`src/rtl/systolic_mm_ctrl.sv`:
```
// systolic_mm_ctrl: sequencer for an N x N output-stationary systolic array.
// Clears the PE accumulators, streams K operand reads with a per-lane
// diagonal skew, drives the array-wide PE enable through feed and drain,
// then reads result rows out under a valid/ready handshake.
// Optional build macro: PERF_CNT_EN adds perf_cycles / perf_stall counters.
//
// Result handshake: a row transfers on a cycle where res_valid and
// res_ready are both high. res_valid stays high and res_row holds until
// that transfer; res_valid never depends combinationally on res_ready.
module systolic_mm_ctrl #(
  parameter int N  = 4,
  parameter int KW = 8
) (
  input  logic                 clk,
  input  logic                 rst,
  input  logic                 start,
  input  logic [KW-1:0]        k_len,
  input  logic                 abort,
  output logic                 busy,
  output logic                 done,
  output logic                 err,
  output logic                 acc_clear,
  output logic                 pe_enable,
  output logic                 rd_en,
  output logic [KW-1:0]        rd_addr,
  output logic [N-1:0]         lane_valid,
  output logic                 res_valid,
  input  logic                 res_ready,
  output logic [$clog2(N)-1:0] res_row,
`ifdef PERF_CNT_EN
  output logic [31:0]          perf_cycles,
  output logic [15:0]          perf_stall,
`endif
  output logic [2:0]           dbg_state
);

  localparam int RW = $clog2(N);
  // Step counter must hold K+2N-2 for the largest K.
  localparam int TW = ($clog2((1 << KW) + 2*N) > KW + 1) ?
                      $clog2((1 << KW) + 2*N) : KW + 1;

  typedef enum logic [2:0] {
    S_IDLE    = 3'd0,
    S_CLEAR   = 3'd1,
    S_RUN     = 3'd2,
    S_READOUT = 3'd3,
    S_DONE    = 3'd4
  } state_t;

  state_t          state, state_d;
  logic [KW-1:0]   k_q, k_d;
  logic [TW-1:0]   t_q, t_d;
  logic [RW-1:0]   row_q, row_d;
  logic            err_q, err_d;
  logic            accept;
  logic [TW-1:0]   t_last;

  // Final RUN step: the last product reaches PE(N-1,N-1) here.
  assign t_last    = TW'(k_q) + TW'(2*N - 2);
  assign dbg_state = state;

  // State, latched K, step counter, readout row and error pulse registers.
  always_ff @(posedge clk or posedge rst) begin
    if (rst) begin
      state <= S_IDLE;
      k_q   <= '0;
      t_q   <= '0;
      row_q <= '0;
      err_q <= 1'b0;
    end else begin
      state <= state_d;
      k_q   <= k_d;
      t_q   <= t_d;
      row_q <= row_d;
      err_q <= err_d;
    end
  end

  // Next-state logic; abort from any busy state overrides every transition.
  always_comb begin
    state_d = state;
    k_d     = k_q;
    t_d     = t_q;
    row_d   = row_q;
    err_d   = 1'b0;
    accept  = 1'b0;
    case (state)
      S_IDLE: begin
        if (start) begin
          if (k_len != '0) begin
            k_d     = k_len;
            accept  = 1'b1;
            state_d = S_CLEAR;
          end else begin
            err_d = 1'b1;
          end
        end
      end
      S_CLEAR: begin
        t_d     = '0;
        state_d = S_RUN;
      end
      S_RUN: begin
        if (t_q == t_last) begin
          t_d     = '0;
          row_d   = '0;
          state_d = S_READOUT;
        end else begin
          t_d = t_q + 1'b1;
        end
      end
      S_READOUT: begin
        if (res_ready) begin
          if (row_q == RW'(N - 1)) begin
            row_d   = '0;
            state_d = S_DONE;
          end else begin
            row_d = row_q + 1'b1;
          end
        end
      end
      S_DONE: begin
        state_d = S_IDLE;
      end
      default: begin
        state_d = S_IDLE;
      end
    endcase
    if (abort && (state != S_IDLE)) begin
      state_d = S_IDLE;
      t_d     = '0;
      row_d   = '0;
    end
  end

  // Strobes decoded from the current state and step counter only.
  always_comb begin
    busy       = (state != S_IDLE);
    done       = (state == S_DONE);
    err        = err_q;
    acc_clear  = (state == S_CLEAR);
    rd_en      = (state == S_RUN) && (t_q < TW'(k_q));
    rd_addr    = rd_en ? t_q[KW-1:0] : '0;
    pe_enable  = (state == S_RUN) && (t_q != '0);
    res_valid  = (state == S_READOUT);
    res_row    = row_q;
    lane_valid = '0;
    for (int i = 0; i < N; i++) begin
      lane_valid[i] = (state == S_RUN) && (t_q >= TW'(1 + i)) &&
                      (t_q <= TW'(k_q) + TW'(i));
    end
  end

`ifdef PERF_CNT_EN
  // Saturating busy-cycle and readout-stall counters, cleared on accept.
  always_ff @(posedge clk or posedge rst) begin
    if (rst) begin
      perf_cycles <= '0;
      perf_stall  <= '0;
    end else if (accept) begin
      perf_cycles <= '0;
      perf_stall  <= '0;
    end else begin
      if (busy && (perf_cycles != '1)) perf_cycles <= perf_cycles + 1'b1;
      if ((state == S_READOUT) && !res_ready && (perf_stall != '1))
        perf_stall <= perf_stall + 1'b1;
    end
  end
`endif

endmodule

```
`config.mk`:
```
export PLATFORM = sky130hd
export DESIGN_NAME = systolic_mm_ctrl
export DESIGN_NICKNAME = d
export VERILOG_FILES = /design/src/rtl/systolic_mm_ctrl.sv
export SDC_FILE = /design/constraint.sdc
export NUM_CORES = 1
export LEC_CHECK = 0
export ABC_AREA = 1
export CORE_UTILIZATION = 56
export DETAILED_ROUTE_END_ITERATION = 8
export GPL_TIMING_DRIVEN = 0
export PLACE_DENSITY = 0.85
export SYNTH_ARGS = -nofsm -noshare
export SYNTH_HDL_FRONTEND = slang
export SYNTH_SLANG_ARGS = --single-unit
```
`constraint.sdc`:
```
create_clock -name clk -period 3.31 [get_ports clk]
set_clock_uncertainty 0.15 [all_clocks]
set_input_delay 0.8275 -clock clk [delete_from_list [all_inputs] [get_ports clk]]
set_output_delay 0.8275 -clock clk [all_outputs]
set_load 0.05 [all_outputs]
```
After elaboration in Yosys (flattened, before gate mapping)
Cells that the tools add are included.

operators by class
  add/subtract/negate cells = 6
  $lt $le $gt $ge = 9
  equality and inequality tests = 11
  muxes and demuxes = 19
  reductions and logical operators = 20

operator list
  cell                 number
  $le 9x9->1           3
  $add 8x2->9 const B  2
  $ge 9x2->1 const B   2
  $mux 3               6
  $mux 9               2
  $pmux 9 s2           1
  $pmux 3 s4           1
  $logic_and 1x1->1    11
  $add 8x1->9 const B  1
  $add 8x3->9 const B  1
  $add 9x1->9 const B  1
  $eq 9x9->1           1
  $ge 9x1->1 const B   1
  $ge 9x3->1 const B   1
  $le 9x8->1           1
  $lt 9x8->1           1
  $ne 3x3->1 const B   3
  $reduce_bool 3->1    3
  $reduce_bool 9->1    1
  $mux 2               4
  $mux 8               1
  $reduce_bool 8->1    1
  $eq 3x2->1 const B   2
  $ne 3x1->1 const B   2
  9 further kinds      12

storage, ports and cells
  register bits = 23
  bits of input ports = 13
  output and inout port bits = 24
  logic and storage cells = 70

Longest topological paths before layout
Gate-level depths: netlist of run 1.

  word-level depth = 5
  mapped depth = 13

Worst setup path after synthesis of run 1
No wires, ideal clock.

  kind = reg-to-output
  from = register k_q[0]
  to = output port lane_valid[3]
  arrival = 2.794 ns
  data required time = 2.332 ns
  setup slack = -0.462 ns
  cell stages (with the launch flop) = 10
  path buffers = 0
  path through = dfrtp_1 inv_1 ha_1 nor2_1 nand3_1 xor2_1 ha_1 nand2_1 or4_1 a21oi_1

on the way
  word-level cells in the longest chain between the ends = 3

ends and longest elaborated chain
  element                 RTL line  source
  start, declared         51        logic [KW-1:0] k_q, k_d;
  start signal, assigned  72        k_q <= k_d;
  $add 8x2->9             150       (t_q <= TW'(k_q) + TW'(i));
  $le 9x9->1              150
  $logic_and 1x1->1       149       lane_valid[i] = (state == S_RUN) && (t_q >= TW'(1 + i)) &&
  end, declared           26        output logic [N-1:0] lane_valid,

No other way between the ends.

Worst setup path in the final report of run 1
  from = register k_q[1]
  to = output port lane_valid[3]

Same word-level chain as after synthesis.

==> results of run 1 <==
-- timing repair --
item,CTS,global route
gates resized for setup,88,56
pin swaps,7,32
buffers inserted,10,7
gates cloned,0,0
endpoints found under the setup margin,13,14
-- flip-flops by register name, indices dropped and copies added (netlist names) --
name / flops
dbg_state: 3
err: 1
k_q: 8
res_row: 2
t_q: 9
-- through the flow --
stage | cell area, µm² | power [W] | util | hold WS, ps
2_1_floorplan | 2770 | 0.00189 | - | 382
3_3_place_gp | 3210 | 0.00227 | 0.680 | 339
3_5_place_dp | 3210 | 0.00233 | 0.680 | 370
4_1_cts | 3350 | 0.00267 | 0.710 | 394
5_1_grt | 3610 | 0.00334 | 0.763 | 416
6_report | 3610 | 0.00313 | 0.763 | 401
-- cell families after synthesis --
kind of cell,after synthesis,synth area share
AO/OA/AOI/OAI,58,0.116
flip-flops,23,0.209
adder cells (fa/ha/maj),43,0.196
buffers and inverters,57,0.0947
AND/OR/NAND/NOR,194,0.317
XOR/XNOR,21,0.0669
-- worst max-delay path: stages, from the launching register on --
cell and delay (ps):
sky130_fd_sc_hd__dfrtp_2 460, sky130_fd_sc_hd__inv_4 100, sky130_fd_sc_hd__ha_4 140, sky130_fd_sc_hd__nand2_4 60
sky130_fd_sc_hd__nand2_4 90, sky130_fd_sc_hd__nand2_4 50, sky130_fd_sc_hd__xor2_2 140, sky130_fd_sc_hd__ha_1 300
sky130_fd_sc_hd__nand3_1 110, sky130_fd_sc_hd__or4_4 550, sky130_fd_sc_hd__a21oi_4 170, sky130_fd_sc_hd__buf_6 170
-- final cells by class --
cell class / count / area, µm² / share of cell area
Clock inverter: 1 / 5.00 / 0.00139
Tap cell: 67 / 83.8 / 0.0232
Multi-Input combinational cell: 316 / 2160 / 0.599
Inverter: 49 / 193 / 0.0534
Clock buffer: 3 / 41.3 / 0.0115
Buffer: 8 / 80.1 / 0.0222
Timing Repair Buffer: 52 / 462 / 0.128
Sequential cell: 23 / 582 / 0.161
-- final timing paths --
kind,start,endpoint,slack [ps],depth (start not counted)
setup / recovery,k_q[1],lane_valid[3],-280,11
hold / removal,res_row[1],res_row[1],400,2
setup reg to reg,t_q[0],dbg_state[0],860,11
hold reg to reg,res_row[1],res_row[1],400,2
max in group asynchronous,rst,k_q[2],1500,2
min in group asynchronous,rst,t_q[5],900,2
-- power by group --
group | switching, W | internal, W
combinational | 0.00159 | 0.000929
clock | 0.0000944 | 0.0000842
sequential | 0.0000808 | 0.000355
total | 0.00176 | 0.00137
-- routing by layer --
layer | wire [µm] | up-vias | track usage
met5 | 0 | - | 0
met4 | 391 | 0 | 0.111
met3 | 747 | 41 | 0.0403
met2 | 4050 | 188 | 0.482
met1 | 3550 | 1414 | 0.425
li1 | - | 1410 | -
-- cell usage after synthesis --
cell,instances,share of area
sky130_fd_sc_hd__nand2_1,88,0.12
sky130_fd_sc_hd__nor2_1,50,0.068
sky130_fd_sc_hd__inv_1,45,0.061
sky130_fd_sc_hd__ha_1,43,0.20
sky130_fd_sc_hd__a21oi_1,35,0.064
sky130_fd_sc_hd__nand3_1,24,0.044
sky130_fd_sc_hd__dfrtp_1,23,0.21
sky130_fd_sc_hd__xor2_1,19,0.061
sky130_fd_sc_hd__o21ai_0,10,0.018
sky130_fd_sc_hd__nand4_1,8,0.018
sky130_fd_sc_hd__nor3_1,6,0.011
sky130_fd_sc_hd__inv_2,4,0.0055
sky130_fd_sc_hd__nand2_2,4,0.0091
sky130_fd_sc_hd__nand2_4,4,0.016
sky130_fd_sc_hd__buf_4,3,0.0082
sky130_fd_sc_hd__buf_6,3,0.012
sky130_fd_sc_hd__o21ai_1,3,0.0055
sky130_fd_sc_hd__a211oi_1,2,0.0055
sky130_fd_sc_hd__a22oi_1,2,0.0055
sky130_fd_sc_hd__nand3_2,2,0.0073
sky130_fd_sc_hd__nor2_4,2,0.0082
sky130_fd_sc_hd__o2111ai_1,2,0.0064
sky130_fd_sc_hd__xnor2_1,2,0.0064
sky130_fd_sc_hd__a21boi_0,1,0.0027
sky130_fd_sc_hd__a21o_1,1,0.0027
sky130_fd_sc_hd__buf_2,1,0.0018
sky130_fd_sc_hd__buf_8,1,0.0055
sky130_fd_sc_hd__nand3b_1,1,0.0027
sky130_fd_sc_hd__nor2_2,1,0.0023
sky130_fd_sc_hd__nor3b_1,1,0.0027
sky130_fd_sc_hd__nor4_1,1,0.0023
sky130_fd_sc_hd__o21a_1,1,0.0027
sky130_fd_sc_hd__o31ai_1,1,0.0027
sky130_fd_sc_hd__or2_1,1,0.0023
sky130_fd_sc_hd__or4_1,1,0.0027
==> summary.json, run 1 <==
{
  "synth_fp_nets": {"value": 452},
  "layout_area_growth_over_synthesis": {"value": 31.2, "unit": "%"},
  "start_kind": {"value": "register"},
  "clock-root-buffer": {"value": "sky130_fd_sc_hd__clkbuf_8"},
  "core_area": {"value": 4720, "unit": "µm²"},
  "cp_endpoint_kind": {"value": "output pin"},
  "holdCritPathClass": {"value": "reg -> reg"},
  "slew-limit-headroom": {"value": 0.399},
  "route.detailed.drc": {"value": 0},
  "worstPathArrival": {"value": 2610, "unit": "ps"},
  "fillers": {"value": 309},
  "first_global_vias": {"value": 2600},
  "vias": {"value": 3053},
  "initial_antenna_violation_count": {"value": 0},
  "fin_crit": {"value": 3590, "unit": "ps"},
  "rsz0062_at_grt": {"value": "yes"},
  "place.detailed.hpwl": {"value": 5480, "unit": "µm"},
  "syn_avg_cell_area": {"value": 6.94, "unit": "µm²"},
  "global_route_wire_length_before_repair": {"value": 12300, "unit": "µm"},
  "cp_max_fo": {"value": 3},
  "num_antenna_cells": {"value": 0},
  "tritoncts_buffer_count": {"value": 3},
  "htreeDepth": {"value": 1},
  "failing_checks": {"value": "negative setup slack"},
  "rows": {"value": 25},
  "tightest_slew": {"value": 901, "unit": "ps"},
  "cts.path.max_buffers": {"value": 2},
  "clkTransAtPathRegs": {"value": 90, "unit": "ps"},
  "timing.critical_path.required": {"value": 2330, "unit": "ps"},
  "drv.max_cap_violation_count": {"value": 0},
  "fin_cells": {"value": 519},
  "drt_initial_violations": {"value": 365},
  "die_y": {"value": 72.0, "unit": "µm"},
  "synth.yosys.seq_area_share": {"value": 0.209},
  "synth_seq_cells": {"value": 23},
  "io_pins": {"value": 37},
  "initial_utilization": {"value": 0.582},
  "clk_latency": {"value": 270, "unit": "ps"},
  "die_area": {"value": 5190, "unit": "µm²"},
  "largest_net_degree_at_the_start_of_global_routing": {"value": 24},
  "yosys.cell_types.count": {"value": 35},
  "dieWidth": {"value": 72.0, "unit": "µm"},
  "wl": {"value": 8730, "unit": "µm"},
  "fin_tns_setup": {"value": -738, "unit": "ps"},
  "gpl.final_weighted_congestion": {"value": 0.939},
  "cellPowerDensity": {"value": 868, "unit": "nW/µm²"},
  "cts.sink_count": {"value": 23},
  "final_net_count": {"value": 509},
  "number_of_instances_in_the_synthesized_netlist": {"value": 396},
  "synth_area": {"value": 2750, "unit": "µm²"},
  "placed_cells_incl_taps": {"value": 499},
  "clock_tree_from_tritoncts": {"value": "done"},
  "yosys_warnings": {"value": 0},
  "outcome": {"value": "complete, but fails checks"},
  "routedWlPerCell": {"value": 16.8, "unit": "µm"},
  "route.detailed.vias_per_inst": {"value": 5.88},
  "final_layout_size_suffix_gt1_frac": {"value": 0.232},
  "achievable-frequency": {"value": 279, "unit": "MHz"},
  "antenna_violating_nets_left": {"value": 0},
  "place_worst_setup_slack": {"value": -937, "unit": "ps"},
  "finalSetupViolations": {"value": 3},
  "final_count_of_pins_violating_max_slew": {"value": 0},
  "most-common-layout-cells": {"value": "sky130_fd_sc_hd__nand2_1, sky130_fd_sc_hd__nor2_1, sky130_fd_sc_hd__inv_1"},
  "hold_violations": {"value": 0},
  "overflow": {"value": 0},
  "cts-hold-fix-buffers": {"value": 0},
  "grt_use_total": {"value": 0.304},
  "crit_type": {"value": "reg -> out"},
  "setup_slack_of_the_critical_path_after_layout": {"value": -278, "unit": "ps"},
  "drt-pass1-iter-count": {"value": 5},
  "period_share": {"value": 1.08},
  "static-leakage-power": {"value": 1.82, "unit": "nW"},
  "place.port_buffers": {"value": 36},
  "vdd_drop_max": {"value": 0.523, "unit": "mV"},
  "mostFrequentLayoutCell": {"value": "sky130_fd_sc_hd__nand2_1"}
}
Power figures use the tool's default switching activity.
==> run 2: changes to the inputs <==
--- a/config.mk
+++ b/config.mk
@@ -7,6 +7,7 @@
 export LEC_CHECK = 0
 export ABC_AREA = 1
 export CORE_UTILIZATION = 56
+export CTS_CLUSTER_SIZE = 12
 export DETAILED_ROUTE_END_ITERATION = 8
 export GPL_TIMING_DRIVEN = 0
 export PLACE_DENSITY = 0.85
==> results of run 2 <==
No change in the layout: final DEF, timing and power equal those of run 1.
